### src/rtl/ccd_line_capture.sv
// Receive side of the TCD1500C timing generator: skips dummy pixels, samples the ADC
// a fixed delay after each sp edge and streams framed pixels through a small FIFO.
module ccd_line_capture #(
  parameter int DATA_W     = 12,
  parameter int LEAD_SKIP  = 64,
  parameter int NUM_PIX    = 5340,
  parameter int SAMPLE_DLY = 8,
  parameter int FIFO_DEPTH = 16
) (
  input  logic              clk,
  input  logic              rst_n,
  input  logic              sh,
  input  logic              sp,
  input  logic [DATA_W-1:0] adc_data,
  input  logic              enable,
  input  logic              clr_err,
  output logic [DATA_W-1:0] m_data,
  output logic              m_sof,
  output logic              m_eol,
  output logic              m_valid,
  input  logic              m_ready,
  output logic              busy,
  output logic              overflow,
  output logic              sync_err,
  output logic [15:0]       line_cnt
);

  localparam int MAXC  = (LEAD_SKIP > NUM_PIX) ? LEAD_SKIP : NUM_PIX;
  localparam int CNT_W = $clog2(MAXC + 1);
  localparam int DLY_W = 5;
  localparam int AW    = $clog2(FIFO_DEPTH);
  localparam int WW    = DATA_W + 2;

  localparam logic [CNT_W-1:0] SKIP_LAST = CNT_W'((LEAD_SKIP == 0) ? 0 : LEAD_SKIP - 1);
  localparam logic [CNT_W-1:0] PIX_LAST  = CNT_W'(NUM_PIX - 1);
  localparam logic [DLY_W-1:0] DLY_INIT  = DLY_W'(SAMPLE_DLY - 1);

  typedef enum logic [1:0] {IDLE, WAIT_SH, SKIP, CAPTURE} state_t;

  state_t             state;
  logic               sh_q, sp_q;
  logic [CNT_W-1:0]   cnt;
  logic               pend;
  logic [DLY_W-1:0]   dly;
  logic               cap_vld, cap_sof, cap_eol;
  logic [DATA_W-1:0]  cap_data;

  logic sh_rise, sh_fall, sp_rise;
  logic expire, collide, in_cap, adv, last_pix;

  assign sh_rise  = sh & ~sh_q;
  assign sh_fall  = ~sh & sh_q;
  assign sp_rise  = sp & ~sp_q;
  assign in_cap   = (state == CAPTURE) && !sh_rise;
  assign expire   = pend && (dly == '0);
  assign collide  = pend && (dly != '0) && sp_rise;
  // A dropped (collided) sample still consumes a pixel slot so framing survives.
  assign adv      = in_cap && (expire || collide);
  assign last_pix = (cnt == PIX_LAST);

  always_ff @(posedge clk or negedge rst_n) begin
    if (!rst_n) begin
      sh_q <= 1'b0;
      sp_q <= 1'b0;
    end else begin
      sh_q <= sh;
      sp_q <= sp;
    end
  end

  always_ff @(posedge clk or negedge rst_n) begin
    if (!rst_n) begin
      state    <= IDLE;
      cnt      <= '0;
      pend     <= 1'b0;
      dly      <= '0;
      cap_vld  <= 1'b0;
      cap_sof  <= 1'b0;
      cap_eol  <= 1'b0;
      cap_data <= '0;
      busy     <= 1'b0;
      sync_err <= 1'b0;
      line_cnt <= '0;
    end else begin
      cap_vld <= 1'b0;
      if (clr_err) sync_err <= 1'b0;
      if (pend) begin
        if (dly == '0) pend <= 1'b0;
        else           dly  <= dly - DLY_W'(1);
      end
      case (state)
        IDLE: begin
          if (enable && sh_rise) begin
            state <= WAIT_SH;
            busy  <= 1'b1;
            cnt   <= '0;
          end
        end
        WAIT_SH: begin
          cnt <= '0;
          if (sh_fall) state <= (LEAD_SKIP == 0) ? CAPTURE : SKIP;
        end
        SKIP, CAPTURE: begin
          if (sh_rise) begin
            // short line: abandon it, keep what already reached the FIFO
            sync_err <= 1'b1;
            pend     <= 1'b0;
            cnt      <= '0;
            state    <= enable ? WAIT_SH : IDLE;
            busy     <= enable;
          end else if (state == SKIP) begin
            if (sp_rise) begin
              if (cnt == SKIP_LAST) begin
                cnt   <= '0;
                state <= CAPTURE;
              end else begin
                cnt <= cnt + CNT_W'(1);
              end
            end
          end else begin
            if (expire) begin
              cap_vld  <= 1'b1;
              cap_data <= adc_data;
              cap_sof  <= (cnt == '0);
              cap_eol  <= last_pix;
            end
            if (collide) sync_err <= 1'b1;
            if (sp_rise && !(adv && last_pix)) begin
              pend <= 1'b1;
              dly  <= DLY_INIT;
            end
            if (adv) begin
              if (last_pix) begin
                state    <= IDLE;
                busy     <= 1'b0;
                pend     <= 1'b0;
                cnt      <= '0;
                line_cnt <= line_cnt + 16'd1;
              end else begin
                cnt <= cnt + CNT_W'(1);
              end
            end
          end
        end
        default: state <= IDLE;
      endcase
    end
  end

  // Show-ahead FIFO; extra pointer bit separates full from empty.
  logic [WW-1:0] mem [FIFO_DEPTH];
  logic [AW:0]   wp, rp;
  logic          full, rd, wr;

  assign full    = (wp[AW] != rp[AW]) && (wp[AW-1:0] == rp[AW-1:0]);
  assign m_valid = (wp != rp);
  assign rd      = m_valid && m_ready;
  assign wr      = cap_vld && (!full || rd);
  assign {m_sof, m_eol, m_data} = m_valid ? mem[rp[AW-1:0]] : '0;

  always_ff @(posedge clk) begin
    if (wr) mem[wp[AW-1:0]] <= {cap_sof, cap_eol, cap_data};
  end

  always_ff @(posedge clk or negedge rst_n) begin
    if (!rst_n) begin
      wp       <= '0;
      rp       <= '0;
      overflow <= 1'b0;
    end else begin
      if (wr) wp <= wp + (AW+1)'(1);
      if (rd) rp <= rp + (AW+1)'(1);
      if (clr_err) overflow <= 1'b0;
      if (cap_vld && !wr) overflow <= 1'b1;
    end
  end

endmodule

### config.mk
export PLATFORM = sky130hd
export DESIGN_NAME = ccd_line_capture
export DESIGN_NICKNAME = d
export VERILOG_FILES = /design/src/rtl/ccd_line_capture.sv
export SDC_FILE = /design/constraint.sdc
export NUM_CORES = 1
export LEC_CHECK = 0
export BUFFER_PORTS_ARGS = -buffer_cell sky130_fd_sc_hd__buf_4
export CAP_MARGIN = 20
export CORE_UTILIZATION = 58
export DETAILED_ROUTE_END_ITERATION = 8
export GPL_TIMING_DRIVEN = 0
export PLACE_DENSITY = 0.76
export SLEW_MARGIN = 20
export SYNTH_ARGS = -nofsm -noshare
export SYNTH_HDL_FRONTEND = slang
export SYNTH_SLANG_ARGS = --single-unit
### constraint.sdc
create_clock -name clk -period 8.2 [get_ports clk]
set_input_delay 0.82 -clock clk [delete_from_list [all_inputs] [get_ports clk]]
set_output_delay 0.82 -clock clk [all_outputs]
set_load 0.02 [all_outputs]
# After elaboration in Yosys (flattened, before gate mapping)
# Memories as Yosys holds them, arrays and structs flattened.
# Cells that the tools add are included.
[classes]
addsub = 5
eq_ne = 17
muxes = 52
bitwise_logic = 8
n_reduce_logical = 30
[op_table]
columns = ["operator", "n"]
rows = [
  ["$mux 13", 7],
  ["$pmux 13 s3", 1],
  ["$mux 5", 6],
  ["$mux 1", 27],
  ["$add 16x1->16 const B", 1],
  ["$mux 2", 8],
  ["$ne 4x4->1 const B", 4],
  ["$mux 14", 1],
  ["$add 13x1->13 const B", 1],
  ["$eq 13x13->1 const B", 1],
  ["$eq 13x6->1 const B", 1],
  ["$logic_not 13->1", 1],
  ["$logic_and 1x1->1", 12],
  ["$add 5x1->5 const B", 2],
  ["$reduce_and 5->1", 2],
  ["$ne 3x3->1 const B", 3],
  ["$pmux 2 s3", 1],
  ["$reduce_and 6->1", 1],
  ["$logic_not 5->1", 1],
  ["$ne 5x5->1", 1],
  ["$not 1->1", 5],
  ["$reduce_bool 5->1", 1],
  ["$sub 5x1->5 const B", 1],
  ["$eq 2x2->1 const B", 2],
  ["13 further kinds", 21],
]
[totals]
register_bits = 67
mem_bits_rw = 224
input_bits = 19
wordCells = 129
memories = 1
[memory_table]
columns = ["memory", "words", "word_bits", "rd", "rd_ports_with_merged_regs", "write_ports", "line_no", "source"]
rows = [
  ["mem", 16, 14, 1, 0, 1, "151", "logic [WW-1:0] mem [FIFO_DEPTH];"],
]

# Logic depth before layout (Yosys ltp)
[logic_depth]
word_depth = 14
depth_mapped = 8
ltp_nobuf = 7

# Least setup slack after synthesis
# No wires, ideal clock.
[synth_timing]
kind = "register to register"
startpoint = "register rp[0]"
endpoint = "memory mem[0][0] (netlist bit), enable pin"
t_arrival_ns = 2.734
required_time_ns = 7.779
slack_ns = 5.045
path_stages_with_launch = 8
cell_sequence = "dfrtp_1 > clkbuf_1 > buf_6 > buf_6 > xor2_1 > nor2_1 > a31o_2 > nor4_1"
[synth_between]
elab_chain_len = 7
[synth_rtl]
columns = ["item", "line_no", "source"]
rows = [
  ["from (decl)", "152", "logic [AW:0] wp, rp;"],
  ["from (signal assigned)", "172", "if (rd) rp <= rp + (AW+1)'(1);"],
  ["$eq 4x4->1", "155", "assign full = (wp[AW] != rp[AW]) && (wp[AW-1:0] == rp[AW-1:0]);"],
  ["$logic_and 1x1->1", "155", ""],
  ["$logic_not 1->1", "158", "assign wr = cap_vld && (!full || rd);"],
  ["$logic_or 1x1->1 *", "158", ""],
  ["$logic_and 1x1->1 *", "158", ""],
  ["$mux 1 *", "162", "if (wr) mem[wp[AW-1:0]] <= {cap_sof, cap_eol, cap_data};"],
  ["$mux 1 (not written as such) *", "162", ""],
  ["to (decl)", "151", ""],
]
# Every way passes the cells marked *; elsewhere a longest branch is shown, timed or not.

# Worst setup path after layout
[layout_timing]
startpoint = "register rp[1]"
endpoint = "output port m_data[11]"
[layout_between]
elab_chain_len = 2
[layout_rtl]
columns = ["item", "line_no", "source"]
rows = [
  ["$mem_v2 16x14 / $ne 5x5->1 (equally long branches)", "--", ""],
  ["$mux 14 *", "159", "assign {m_sof, m_eol, m_data} = m_valid ? mem[rp[AW-1:0]] : '0;"],
  ["to (decl)", "17", "output logic [DATA_W-1:0] m_data,"],
]
# Marked as above.

==> results.py <==
metrics = {
    "timing": {
        "fin_crit_ps": 4170,
        "relSlewSlack": 0.341,
        "tightest_slew_ps": 989,
        "period_share": 0.509,
        "setup_viol": 0,
        "finalHoldViolations": 0,
        "slew_violations": 0,
        "finClkSkew_ps": 16.4,
        "setup-tns-final_ps": 0,
        "fmaxAchievable_ghz": 0.240,
        "grt_setup_unrepaired": "no",
    },
    "power": {
        "seq_power_share": 0.424,
        "p_leak_uw": 0.00489,
        "p_per_area_mw_per_mm2": 293,
        "pwr-share-clk": 0.300,
        "intPower_uw": 2850,
        "p_sw_uw": 1190,
        "comb_power_share": 0.276,
        "switching_share": 0.295,
        "ir_drop_v": 0.000194,
    },
    "setup_path": {
        "end_kind": "primary output",
        "critPathMaxStageDelay_ps": 590,
        "required_ps": 7380,
        "crit_type": "reg2out",
        "startpoint_type": "register",
        "critical_path_arrival_ps": 3350,
        "path_cells": "clkbuf_1 > buf_2 > buf_1 > mux4_2 > mux4_2 > and2_1 > buf_4",
        "worstPathMaxFanout": 10,
        "critPathMostFrequentCell": "mux4_2",
        "critPathSlowestCell": "buf_1",
    },
    "route": {
        "antenna_left": 0,
        "drt-initial-drc-count": 593,
        "wirelength_um": 26500,
        "firstDrtPassIters": 5,
        "wl_per_cell_um": 24.9,
        "num_vias": 6647,
        "viasPerCell": 6.25,
        "route.detailed.drc": 0,
    },
    "job": {
        "drv_cap": 0,
    },
    "synth": {
        "seq_area_frac_synth": 0.701,
        "ys_ff_latch": 291,
        "yosysTopAreaCellShare": 0.561,
        "postSynthAreaPerCell_um2": 17.9,
        "synth-async-reset-ratio": 0.230,
        "netlist_instances": 670,
        "yosys_warnings": 0,
        "yosys.area.top_type": "edfxtp_1",
        "synth_edf_count": 224,
        "yosysUniqueCellTypes": 55,
        "synthFlopType": "edfxtp_1",
        "netlist_area_mm2": 0.0120,
        "synth_top_cells_by_area": "edfxtp_1, dfrtp_1, mux4_2",
        "synth.net_count": 699,
    },
    "hold_path": {
        "hold_class": "in2reg",
    },
    "cts": {
        "clk_path_buf_depth": 3,
        "cts_num_sinks": 291,
        "cts_resized": 0,
        "cts_tree": "built",
        "clk_pin_slew_ps": 60,
        "postCtsSetupBuffers": 0,
        "cts_made_buffers": 29,
        "clock-root-buffer": "clkbuf_16",
        "insertion_delay_ps": 540,
        "cts_hold_buf": 0,
        "cts-htree-levels": 1,
    },
    "cells_and_area": {
        "areaGrowthSynthToFinish_pct": 15.2,
        "layout.nets": 801,
        "num_antenna_cells": 0,
        "fin_util": 0.682,
        "fill_cells": 1255,
        "drive_gt1_frac": 0.297,
    },
    "grt": {
        "gr-total-overflow": 0,
        "grt_pass1_wl_um": 40200,
        "grt_pass1_vias": 6900,
        "grt_antenna_before_repair": 0,
        "grt_max_degree": 68,
        "grt_usage": 0.258,
    },
    "placement": {
        "io_buffers": 52,
        "gp_congestion": 0.844,
        "dp_hpwl_um": 16700,
    },
    "floorplanning": {
        "die_x_um": 146,
        "die_y_um": 146,
        "dieArea_mm2": 0.0212,
        "core_area_mm2": 0.0202,
        "num_rows": 52,
        "io_pins": 53,
        "start_util": 0.592,
    },
    "status": {
        "status": "complete, no violations",
    },
}
==> cell families (layout without fill, tap and decap cells) <==
family,after synthesis,after routing,share of synthesized area
muxes,84,84,0.145
adders and majority gates,10,10,0.0104
xor gates and xnor gates,29,29,0.0212
DFF,291,291,0.701
buffers and inverters,55,179,0.0208
and+or+nand+nor,151,151,0.0730
AOI/OAI and AO/OA,50,50,0.0290
==> worst paths after layout <==
check | start | to | slack [ps] | cells after the start
hold / removal | sp | sp_q | 400 | 1
setup reg to reg | rp[0] | mem[6][7] | 4910 | 10
hold reg to reg | line_cnt[15] | line_cnt[15] | 470 | 1
max in group asynchronous | rst_n | cap_data[5] | 7180 | 1
setup / recovery | rp[1] | m_data[11] | 4030 | 7
min in group asynchronous | rst_n | line_cnt[6] | 420 | 1
==> layout make-up <==
| cell class | count | area [um2] | share of cell area |
|---|---|---|---|
| tap | 270 | 338 | 0.0245 |
| buffer | 31 | 159 | 0.0115 |
| sequential | 291 | 8400 | 0.609 |
| timing repair buffer | 71 | 562 | 0.0407 |
| clock inverter | 16 | 109 | 0.00789 |
| inverter | 24 | 90.1 | 0.00653 |
| clock buffer | 37 | 756 | 0.0547 |
| multi-input combinational | 324 | 3390 | 0.245 |
==> metrics by stage <==
stage                     setup slack (ps)  area, um2  total power [uW]  hold WS (ps)  std cells
after floorplan                       5040      12000              2500           466        670
after global placement                3510      12700              2810           473        992
after detailed placement              4620      12900              2850           468       1011
after CTS                             4030      13800              4070           384       1064
after global routing                  3930      13800              4190           391       1064
final                                 4030      13800              4040           399       1064
==> per-layer routing <==
metal  share of wire  global-route usage
met5               0                   0
met4           0.034              0.0947
met3           0.072              0.0439
met2            0.52               0.451
met1            0.37               0.326
==> critical path, delay by kind of cell (launching register included) <==
family                 cells  cell delay [ps]
flip-flops                 1              360
multiplexers               2              910
AND/OR/NAND/NOR            1              210
buffers and inverters      4             1330
==> cells in the mapped netlist, types with 2 or more instances <==
cell type and count:
ha_1 10, mux2_2 14, o311ai_1 2, buf_2 10, buf_1 5, a22o_1 4, mux4_2 70, edfxtp_1 224
nor2b_1 5, clkbuf_1 12, dfrtp_1 67, xnor2_1 17, nor3_2 2, o21ai_0 14, a21oi_1 9, nand4_1 9
o2bb2ai_1 2, o211ai_1 2, o22ai_1 4, nor3_1 11, a221o_1 2, and2_1 15, nand2b_1 3, nor2_1 20
nand2_1 29, nand3_1 20, inv_1 24, or2_2 2, nor4_1 7, xor2_1 12, and3_1 13, and4_1 4
buf_6 4
==> state kept, by name (all words and copies together), names as in the netlist <==
name	cells
busy	1
cap_data	12
cap_eol	1
cap_sof	1
cap_vld	1
cnt	13
dly	5
line_cnt	16
mem	224
overflow	1
pend	1
rp	5
sh_q	1
sp_q	1
state	2
sync_err	1
wp	5
==> power by group through the flow <==
stage               sequential (uW)  combinational, uW  clock, uW
floorplan                      1730                771          0
global placement               1740               1080          0
detailed placement             1740               1110          0
CTS                            1710               1120       1230
global route                   1720               1180       1280
finish                         1720               1120       1210
==> placed cells by master (no fill, tap or decap), types with 8 or more instances in the layout <==
cell type / count
a21oi_1: 9
and2_1: 15
and3_1: 13
buf_2: 18
buf_4: 53
buf_6: 11
clkbuf_1: 20
clkbuf_16: 29
clkinv_2: 8
dfrtp_1: 67
edfxtp_1: 224
ha_1: 10
inv_1: 24
mux2_2: 14
mux4_2: 70
nand2_1: 29
nand3_1: 20
nand4_1: 9
nor2_1: 17
o21ai_0: 14
xnor2_1: 17
xor2_1: 12
Power figures use the tool's default switching activity.
